File: src/rtl/nd_2to1_arb_pkg.sv
// Shared sizes, switches, FSM state codes and helpers for the 2-to-1 arbiter.
package nd_2to1_arb_pkg;

    localparam int NS_ADDRESS_SIZE = 4;
    localparam int NS_DATA_SIZE    = 8;
    localparam int NS_REDUN_SIZE   = 4;

    localparam bit NS_ON  = 1'b1;
    localparam bit NS_OFF = 1'b0;

    typedef enum logic [1:0] {
        ST_IDLE  = 2'd0,
        ST_CHECK = 2'd1,
        ST_SEND  = 2'd2,
        ST_DRAIN = 2'd3
    } arb_state_e;

    // Drop counter stops at all-ones instead of wrapping.
    function automatic logic [7:0] sat_inc8(input logic [7:0] v);
        return (v == 8'hFF) ? v : v + 8'd1;
    endfunction

endpackage

File: src/rtl/nd_2to1_arb_if.sv
// Four-phase message channel: req/ack plus src/dst/dat/red fields.
interface nd_2to1_arb_if
    import nd_2to1_arb_pkg::*;
#(
    parameter int ASZ = NS_ADDRESS_SIZE,
    parameter int DSZ = NS_DATA_SIZE,
    parameter int RSZ = NS_REDUN_SIZE
);
    logic           req;
    logic           ack;
    logic [ASZ-1:0] src;
    logic [ASZ-1:0] dst;
    logic [DSZ-1:0] dat;
    logic [RSZ-1:0] red;

    modport master (output req, src, dst, dat, red, input ack);
    modport slave  (input req, src, dst, dat, red, output ack);
endinterface

File: src/rtl/nd_2to1_arb_calc_redun.sv
// Redundancy code: XOR-fold of {src, dst, dat} into RSZ-bit chunks
// (zero-padded at the top when the message width is not a multiple of RSZ).
module calc_redun
    import nd_2to1_arb_pkg::*;
#(
    parameter int ASZ = NS_ADDRESS_SIZE,
    parameter int DSZ = NS_DATA_SIZE,
    parameter int RSZ = NS_REDUN_SIZE
) (
    input  logic [ASZ-1:0] i_src,
    input  logic [ASZ-1:0] i_dst,
    input  logic [DSZ-1:0] i_dat,
    output logic [RSZ-1:0] o_red
);
    localparam int TOT = 2 * ASZ + DSZ;
    localparam int NCH = (TOT + RSZ - 1) / RSZ;

    logic [NCH*RSZ-1:0] w_vec;

    // Pad the message and fold it chunk by chunk.
    always_comb begin
        w_vec          = '0;
        w_vec[TOT-1:0] = {i_src, i_dst, i_dat};
        o_red          = '0;
        for (int j = 0; j < NCH; j++) begin
            o_red = o_red ^ w_vec[j*RSZ +: RSZ];
        end
    end
endmodule

File: src/rtl/nd_2to1_arb.sv
// Round-robin merge of two four-phase inbound channels onto one outbound channel
// through a single-message buffer, with optional redundancy check and drop count.
//
//  state    | meaning
//  ST_IDLE  | buffer empty, waiting for an eligible input
//  ST_CHECK | buffer just latched, redundancy being evaluated
//  ST_SEND  | o0_req high, waiting for o0_ack
//  ST_DRAIN | o0_req low, waiting for o0_ack to fall
module nd_2to1_arb
    import nd_2to1_arb_pkg::*;
#(
    parameter int ASZ        = NS_ADDRESS_SIZE,
    parameter int DSZ        = NS_DATA_SIZE,
    parameter int RSZ        = NS_REDUN_SIZE,
    parameter bit CHK_REDUN  = NS_ON,
    parameter bit FIRST_PRIO = 1'b0
) (
    input  logic                i_clk,
    input  logic                reset,
    nd_2to1_arb_if.slave        i0,
    nd_2to1_arb_if.slave        i1,
    nd_2to1_arb_if.master       o0,
    output logic                err,
    output logic [7:0]          err_cnt,
    output logic                last_grant
);
    arb_state_e     r_state;
    arb_state_e     w_state_nxt;
    logic           r_ptr;
    logic           r_last;
    logic           r_ack0;
    logic           r_ack1;
    logic           r_oreq;
    logic           r_err;
    logic [7:0]     r_err_cnt;
    logic [ASZ-1:0] r_src;
    logic [ASZ-1:0] r_dst;
    logic [DSZ-1:0] r_dat;
    logic [RSZ-1:0] r_red;

    logic           w_elig0;
    logic           w_elig1;
    logic           w_grant;
    logic           w_sel;
    logic           w_fwd;
    logic           w_drop;
    logic           w_oreq_clr;
    logic           w_retire;
    logic           w_red_ok;
    logic [RSZ-1:0] w_calc;

    // An input that is still holding ack high cannot be picked again.
    assign w_elig0 = i0.req & ~r_ack0;
    assign w_elig1 = i1.req & ~r_ack1;

    calc_redun #(.ASZ(ASZ), .DSZ(DSZ), .RSZ(RSZ)) u_calc_redun (
        .i_src (r_src),
        .i_dst (r_dst),
        .i_dat (r_dat),
        .o_red (w_calc)
    );

    assign w_red_ok = (CHK_REDUN == 1'b0) || (w_calc == r_red);

    // Next state and the single-cycle actions taken on the coming edge.
    always_comb begin
        w_state_nxt = r_state;
        w_grant     = 1'b0;
        w_sel       = r_ptr;
        w_fwd       = 1'b0;
        w_drop      = 1'b0;
        w_oreq_clr  = 1'b0;
        w_retire    = 1'b0;
        case (r_state)
            ST_IDLE: begin
                if (w_elig0 | w_elig1) begin
                    w_grant     = 1'b1;
                    w_sel       = (w_elig0 & w_elig1) ? r_ptr : w_elig1;
                    w_state_nxt = ST_CHECK;
                end
            end
            ST_CHECK: begin
                if (w_red_ok) begin
                    w_fwd       = 1'b1;
                    w_state_nxt = ST_SEND;
                end else begin
                    w_drop      = 1'b1;
                    w_state_nxt = ST_IDLE;
                end
            end
            ST_SEND: begin
                if (o0.ack) begin
                    w_oreq_clr  = 1'b1;
                    w_state_nxt = ST_DRAIN;
                end
            end
            ST_DRAIN: begin
                if (!o0.ack) begin
                    w_retire    = 1'b1;
                    w_state_nxt = ST_IDLE;
                end
            end
            default: w_state_nxt = ST_IDLE;
        endcase
    end

    // FSM state, fairness pointer, outbound request and error tracking.
    always_ff @(posedge i_clk or posedge reset) begin
        if (reset) begin
            r_state   <= ST_IDLE;
            r_ptr     <= FIRST_PRIO;
            r_last    <= FIRST_PRIO;
            r_oreq    <= 1'b0;
            r_err     <= 1'b0;
            r_err_cnt <= 8'd0;
        end else begin
            r_state <= w_state_nxt;
            if (w_grant) r_last <= w_sel;
            if (w_fwd) r_oreq <= 1'b1;
            if (w_oreq_clr) r_oreq <= 1'b0;
            if (w_drop) begin
                r_err     <= 1'b1;
                r_err_cnt <= sat_inc8(r_err_cnt);
            end
            // Hand priority to the other input whether the message went out or was dropped.
            if (w_drop | w_retire) r_ptr <= ~r_last;
        end
    end

    // Inbound acks run independently of the outbound side so a source can retire early.
    always_ff @(posedge i_clk or posedge reset) begin
        if (reset) begin
            r_ack0 <= 1'b0;
            r_ack1 <= 1'b0;
        end else begin
            if (w_grant && !w_sel) r_ack0 <= 1'b1;
            else if (!i0.req)      r_ack0 <= 1'b0;
            if (w_grant && w_sel)  r_ack1 <= 1'b1;
            else if (!i1.req)      r_ack1 <= 1'b0;
        end
    end

    // Message buffer, loaded only on the grant edge.
    always_ff @(posedge i_clk or posedge reset) begin
        if (reset) begin
            r_src <= '0;
            r_dst <= '0;
            r_dat <= '0;
            r_red <= '0;
        end else if (w_grant) begin
            r_src <= w_sel ? i1.src : i0.src;
            r_dst <= w_sel ? i1.dst : i0.dst;
            r_dat <= w_sel ? i1.dat : i0.dat;
            r_red <= w_sel ? i1.red : i0.red;
        end
    end

    assign i0.ack     = r_ack0;
    assign i1.ack     = r_ack1;
    assign o0.req     = r_oreq;
    assign o0.src     = r_src;
    assign o0.dst     = r_dst;
    assign o0.dat     = r_dat;
    assign o0.red     = r_red;
    assign err        = r_err;
    assign err_cnt    = r_err_cnt;
    assign last_grant = r_last;
endmodule
File: src/flat_wrapper.sv
// flat-port wrapper written by rule: the top's interface ports become plain ports
module nd_2to1_arb_flat import nd_2to1_arb_pkg::*;
#(
    parameter int ASZ        = NS_ADDRESS_SIZE,
    parameter int DSZ        = NS_DATA_SIZE,
    parameter int RSZ        = NS_REDUN_SIZE,
    parameter bit CHK_REDUN  = NS_ON,
    parameter bit FIRST_PRIO = 1'b0
)
  (i_clk, reset, err, err_cnt, last_grant, i0_req, i0_src, i0_dst, i0_dat, i0_red, i0_ack, i1_req, i1_src, i1_dst, i1_dat, i1_red, i1_ack, o0_req, o0_src, o0_dst, o0_dat, o0_red, o0_ack);
  nd_2to1_arb_if #(.ASZ(ASZ), .DSZ(DSZ), .RSZ(RSZ)) i0_i ();
  nd_2to1_arb_if #(.ASZ(ASZ), .DSZ(DSZ), .RSZ(RSZ)) i1_i ();
  nd_2to1_arb_if #(.ASZ(ASZ), .DSZ(DSZ), .RSZ(RSZ)) o0_i ();
  input  logic i_clk;
  input  logic reset;
  output logic err;
  output logic [7:0] err_cnt;
  output logic last_grant;
  input wire logic [$bits(i0_i.req)-1:0] i0_req;
  input wire logic [$bits(i0_i.src)-1:0] i0_src;
  input wire logic [$bits(i0_i.dst)-1:0] i0_dst;
  input wire logic [$bits(i0_i.dat)-1:0] i0_dat;
  input wire logic [$bits(i0_i.red)-1:0] i0_red;
  output wire logic [$bits(i0_i.ack)-1:0] i0_ack;
  input wire logic [$bits(i1_i.req)-1:0] i1_req;
  input wire logic [$bits(i1_i.src)-1:0] i1_src;
  input wire logic [$bits(i1_i.dst)-1:0] i1_dst;
  input wire logic [$bits(i1_i.dat)-1:0] i1_dat;
  input wire logic [$bits(i1_i.red)-1:0] i1_red;
  output wire logic [$bits(i1_i.ack)-1:0] i1_ack;
  output wire logic [$bits(o0_i.req)-1:0] o0_req;
  output wire logic [$bits(o0_i.src)-1:0] o0_src;
  output wire logic [$bits(o0_i.dst)-1:0] o0_dst;
  output wire logic [$bits(o0_i.dat)-1:0] o0_dat;
  output wire logic [$bits(o0_i.red)-1:0] o0_red;
  input wire logic [$bits(o0_i.ack)-1:0] o0_ack;
  assign i0_i.req = i0_req;
  assign i0_i.src = i0_src;
  assign i0_i.dst = i0_dst;
  assign i0_i.dat = i0_dat;
  assign i0_i.red = i0_red;
  assign i0_ack = i0_i.ack;
  assign i1_i.req = i1_req;
  assign i1_i.src = i1_src;
  assign i1_i.dst = i1_dst;
  assign i1_i.dat = i1_dat;
  assign i1_i.red = i1_red;
  assign i1_ack = i1_i.ack;
  assign o0_req = o0_i.req;
  assign o0_src = o0_i.src;
  assign o0_dst = o0_i.dst;
  assign o0_dat = o0_i.dat;
  assign o0_red = o0_i.red;
  assign o0_i.ack = o0_ack;
  nd_2to1_arb #(.ASZ(ASZ), .DSZ(DSZ), .RSZ(RSZ), .CHK_REDUN(CHK_REDUN), .FIRST_PRIO(FIRST_PRIO)) u_core (.i_clk(i_clk), .reset(reset), .i0(i0_i), .i1(i1_i), .o0(o0_i), .err(err), .err_cnt(err_cnt), .last_grant(last_grant));
endmodule
File: config.mk
export PLATFORM = sky130hd
export DESIGN_NAME = nd_2to1_arb_flat
export DESIGN_NICKNAME = d
export VERILOG_FILES = /design/src/rtl/nd_2to1_arb_pkg.sv /design/src/rtl/nd_2to1_arb_if.sv /design/src/rtl/nd_2to1_arb_calc_redun.sv /design/src/rtl/nd_2to1_arb.sv /design/src/flat_wrapper.sv
export SDC_FILE = /design/constraint.sdc
export NUM_CORES = 1
export LEC_CHECK = 0
export CAP_MARGIN = 20
export CORE_MARGIN = 5
export CORE_UTILIZATION = 42
export DETAILED_ROUTE_END_ITERATION = 10
export GPL_TIMING_DRIVEN = 0
export PLACE_DENSITY = 0.8
export SYNTH_ARGS = -nofsm -noshare
export SYNTH_HDL_FRONTEND = slang
export SYNTH_SLANG_ARGS = --single-unit
File: constraint.sdc
create_clock -name i_clk -period 2.1 [get_ports i_clk]
set_input_delay 0.21 -clock i_clk [delete_from_list [all_inputs] [get_ports i_clk]]
set_output_delay 0.21 -clock i_clk [all_outputs]
set_load 0.005 [all_outputs]
---- Word level (Yosys, flattened, before mapping) ----
Index checks and enable logic that the tools add are counted.
operators by class
  bitwise operators ....................... 12
  mux-type cells .......................... 28
  equality and inequality tests ........... 10
  reduce and logical (&&, ||, !) cells .... 7
  add/subtract/negate cells ............... 1
operators with widths
  kind                                                   count
  2-to-1 mux 1 bit                                       19
  2-to-1 mux 4 bit                                       3
  XOR 4 bit                                              3
  adder 8 x 1 -> 8 bit, second input constant            1
  equality test 8 bit, second input constant             1
  2-to-1 mux 2 bit                                       4
  2-to-1 mux 8 bit                                       1
  one-hot mux 2 bit (4 select lines)                     1
  inequality test 2 x 1 -> 1 bit, second input constant  3
  equality test 2 bit, second input constant             2
  equality test 4 bit                                    1
  inequality test 2 bit, second input constant           2
  NOT 1 bit                                              4
  bitwise AND 1 bit                                      3
  AND reduction 3 bit                                    1
  equality test 2 x 1 -> 1 bit, second input constant    1
  logical AND 1 bit                                      2
  logical NOT 2 bit                                      1
  bitwise OR 1 bit                                       2
  AND reduction 2 bit                                    1
  nonzero test 2 bit                                     1
  logical NOT 1 bit                                      1
storage, ports and cells
  register bits ........................... 36
  input port bits ......................... 45
  output and inout port bits .............. 33
  word-level logic and storage cells ...... 70

---- Depth between registers and ports, before layout ----
Gate-level depths: netlist (run 1).
  word-level depth ........................ 9
  depth in mapped cells ................... 6
  gate-level depth less buffers ........... 5

---- By module ----
Synthesis (run 1) repeated with hierarchy kept, for this count alone.
unflattened totals
  cells, all modules ...................... 152
  area, all modules ....................... 1739.2 sq um
modules (own cells, without submodules)
  module       instances  area an instance (sq um)  seq. area each (sq um)  cells each
  nd_2to1_arb  1          1634.1                    900.9                   140
  calc_redun   1          105.1                     0.0                     12

---- Worst setup path before layout (run 1) ----
OpenSTA, ideal clock, no wires.
  path type ............................... register to register
  start point ............................. reg u_core.r_dat[5], in the netlist u_core.o0.dat[5]
  end point ............................... reg u_core.r_ptr
  path buffers ............................ 1
  period minus slack after synthesis ...... 1.874 ns
  path slack .............................. 0.226 ns
  arrival time ............................ 1.749 ns
  cell stages (with the launch flop) ...... 7
  library setup time ...................... 0.125 ns
  cells stage by stage .................... dfrtp_1 -> xnor3_1 -> xnor2_1 -> nor4_2 -> buf_4 -> a21oi_2 -> mux2_4
on the way
  word-level cells in the longest chain between the ends .. 7
RTL lines
  element                 RTL line                      RTL
  from (decl)             nd_2to1_arb.sv:38             logic [DSZ-1:0] r_dat;
  from (signal assigned)  nd_2to1_arb.sv:153            r_dat <= w_sel ? i1.dat : i0.dat;
  XOR 4 bit (3 in a row)  nd_2to1_arb_calc_redun.sv:26  o_red = o_red ^ w_vec[j*RSZ +: RSZ];
  equality test 4 bit     nd_2to1_arb.sv:63             assign w_red_ok = (CHK_REDUN == 1'b0) || (w_calc == r_red);
  2-to-1 mux 1 bit        nd_2to1_arb.sv:83             if (w_red_ok) begin
  2-to-1 mux 1 bit        nd_2to1_arb.sv:74             case (r_state)
  bitwise OR 1 bit        nd_2to1_arb.sv:126            if (w_drop | w_retire) r_ptr <= ~r_last;
  to (signal assigned)    nd_2to1_arb.sv:126
  to (decl)               nd_2to1_arb.sv:29             logic r_ptr;
No other way between the ends.
A chain may end at the register's enable or synchronous reset.

---- Worst setup path in the final report (run 1) ----
  start point ............................. reg u_core.r_dat[0], in the netlist u_core.o0.dat[0]
  end point ............................... reg u_core.r_ptr
The elaborated chain is that of the path after synthesis.

==> results.tsv, run 1 <==
metric	value	unit
status	finished, final reports clean	
post-synthesis sequential area ratio	0.5136	
Detailed Place HPWL	3539	um
P&R area growth vs syn	56.63	%
Yosys warning count	0	
die area	0.005569	mm^2
switching share of power	0.3767	
worst reg-to-reg setup slack	0.06	ns
Mean Syn Cell Area	11.62	um^2
Slew HR	0.5797	
antenna diode count	0	
Worst EP required	2.27	ns
Root Buffer	clkbuf_8	
initial antenna violation count	0	
Slew @ Worst Pin	0.6298	ns
CP Class	flop to flop	
critical-path maximum fanout	5	
Max Freq	489.8	MHz
Slowest cell on crit path	xnor3_1	
layout cells sized above 1	0.1008	
CTS Buf Count	5	
post-synthesis cell type count	30	
Logic pwr share	0.568	
final setup fails	0	
commonest non-fill, non-tap cell in the layout	clkdlybuf4s50_1	
Filler cells	304	
port bufs	77	
critical-path cell list	xnor3_1, xnor2_2, nor4_4, buf_4, a21oi_2, mux2_4	
Syn Nets	197	
RD Place Congestion	0.7949	
clk_skew	0.003771	ns
Final WS setup	0.05817	ns
Worst Hold Class	input pin to async pin	
endpoint class of the critical path	flop	
area of the multi-input gates	764.5	um^2
Clock Sinks	36	
Die Span Y	74.63	um
FP Rows	23	
largest net degree at the start of global routing	23	
Clock Pin Slew Worst Setup and Hold Paths	0.07	ns
Core Box Area	0.004029	mm^2
Util after Layout	0.6820	
Final Critical Period	2.042	ns
Reg power frac	0.311	
Pre-Repair DR Iteration Count	4	
Initial DRC Count	158	
via count	1528	
Peak supply drop	773.9	uV
vias in the first global route	1539	
Psw	0.001569	W
nature of the critical path startpoint	flop	
worst reg-to-reg path cell count	6	
commonest cells after routing, fill and taps aside	clkdlybuf4s50_1, dfrtp_1, inv_1	
Synth Instances	151	
CTS tree	built	
PwrDens	1515	mW/mm^2
Starting Density	0.4354	
fin. max-slew vios	0	
critical path data arrival time	2.22	ns
worst r2r src	u_core.o0.dat[0]$_DFFE_PP0N_	
ANT nets after route	0	
Routed WL	4733	um
drt via density	5.306	
area of the mapped netlist	0.001754	mm^2
clk_lat worst skew	0.28	ns
max_cap viols	0	
post-layout net count	283	
internal cell power	0.002595	W
first-pass GRT wire length	7458	um
Routed WL per cell	16.43	um
Total GRT Usage	0.1807	
synthesized flop and latch total	36	
chip width	74.63	um
Sequential Area	900.9	um^2
clock share of power	0.121	
Post-CTS Setup Bufs	0	
Hold Vio Cnt, Final	0	
gr ovfl total	0	
crit share post-route	0.9723	
Ports	78	
Largest stage delay, worst path	0.44	ns
Post-route DRC	0	
dpl ws	-0.3312	ns
# hold bufs at CTS	0	
Lkg Pwr	1.311	nW
H-tree depth	2	
Critical R2R Capture	u_core.r_ptr$_DFFE_PP0P_	
buffer depth of the longest clock path	2	
==> Yosys cell counts <==
library cell	count	area, um^2
nor3_1	3	15.01
a31oi_1	1	6.260
a222oi_1	20	200.2
xnor2_1	4	35.03
o21ai_0	1	5.000
buf_2	2	10.01
nor4_2	3	37.54
nor3_2	1	10.01
dfrtp_1	36	900.9
buf_4	1	7.510
o211a_1	1	10.01
mux2_2	1	11.26
and3_1	3	18.77
nand2b_1	4	25.02
xnor3_1	4	90.09
clkbuf_1	5	18.77
nor2b_1	2	12.51
a21o_1	2	15.01
mux2_4	3	45.04
a2111oi_0	1	8.760
nand3_1	2	10.01
nand4_1	1	6.260
a21oi_2	1	8.760
ha_1	1	12.51
a21oi_1	4	20.02
nand2_1	8	30.03
o21bai_1	1	7.510
xor2_1	9	78.83
inv_1	24	90.09
nor2_1	2	7.510
==> sequential cells by signal, indices dropped and copies added, names as in the netlist, named ones only <==
name / cells
u_core.err_cnt: 8
u_core.o0.dat: 8
u_core.o0.dst: 4
u_core.o0.red: 4
u_core.o0.src: 4
u_core.err: 1
u_core.i0.ack: 1
u_core.i1.ack: 1
u_core.last_grant: 1
u_core.o0.req: 1
u_core.r_ptr: 1
u_core.r_state: 1
==> worst max-delay path by stage <==
stage | from | end | slack (ns) | cells past startpoint
4_1_cts | u_core.o0.dat[5]$_DFFE_PP0N_ | u_core.r_ptr$_DFFE_PP0P_ | 0.04 | 6
3_5_place_dp | i0_req | u_core.o0.dst[3]$_DFFE_PP0N_ | -0.33 | 6
3_3_place_gp | i0_req | u_core.o0.red[3]$_DFFE_PP0N_ | -0.35 | 6
2_1_floorplan | u_core.o0.dat[5]$_DFFE_PP0N_ | u_core.r_ptr$_DFFE_PP0P_ | 0.23 | 6
5_1_grt | u_core.o0.dat[0]$_DFFE_PP0N_ | u_core.r_ptr$_DFFE_PP0P_ | -0.03 | 6
6_report | u_core.o0.dat[0]$_DFFE_PP0N_ | u_core.r_ptr$_DFFE_PP0P_ | 0.06 | 6
==> timing repair <==
action / in CTS / in global routing
endpoints found under the setup margin: 20 / 12
cloned: 0 / 1
pin swaps: 0 / 3
gates resized for setup: 1 / 7
==> layout make-up <==
class,count,area share
Tap cell,50,0.02277
Clock buffer,8,0.03279
Buffer,8,0.01321
Inverter,24,0.03279
Multi-Input combinational cell,83,0.2782
Sequential cell,36,0.3279
Timing Repair Buffer,79,0.2923
==> power groups by stage <==
stage / clock, W / sequential [W] / combinational, W
global route: 0.000539 / 0.00134 / 0.00259
floorplan: 0 / 0.00127 / 0.00123
finish: 0.000502 / 0.00130 / 0.00237
global placement: 0 / 0.00129 / 0.00208
detailed placement: 0 / 0.00129 / 0.00213
CTS: 0.000509 / 0.00129 / 0.00215
==> critical path, delay by kind of cell (launching register included) <==
kind	cells	cell delay, ns
buffers and inverters	1	0.22
DFF	1	0.38
muxes	1	0.29
and+or+nand+nor	1	0.37
AOI/OAI and AO/OA	1	0.07
xor gates and xnor gates	2	0.60
==> kinds of logic (layout without fill, tap and decap cells) <==
group,after synthesis,in the layout,synth area share
simple gates,29,29,0.09843
flops,36,36,0.5135
compound gates,32,32,0.1605
fa+ha+maj,1,1,0.007132
mux,4,4,0.03209
buf+inv,32,119,0.07204
xor+xnor,17,17,0.1163
==> metal layers <==
metal,GRT usage,vias to the layer above,share of wire
li1,-,722,-
met3,0.03872,10,0.071
met5,0,-,0
met2,0.3054,50,0.51
met4,0.07115,0,0.020
met1,0.2270,746,0.40
==> metrics by stage <==
step                      setup TNS (ns)  hold slack, ns  instances  power, W  area [um^2]
final                                  0          0.3087        288  0.004164         2748
after global routing            -0.05132          0.3876        288  0.004468         2748
after CTS                              0          0.3260        287  0.003944         2706
after detailed placement          -6.225          0.4796        279  0.003420         2615
after global placement            -6.871          0.4753        278  0.003363         2587
after floorplan                        0          0.3309        151  0.002502         1754
(Power assumes the default switching activity.)
==> run 2, diff against run 1 <==
CAP_MARGIN = 15   (was 20)
==> results of run 2 <==
The final DEF is identical to that of run 1; final timing and power are the same.
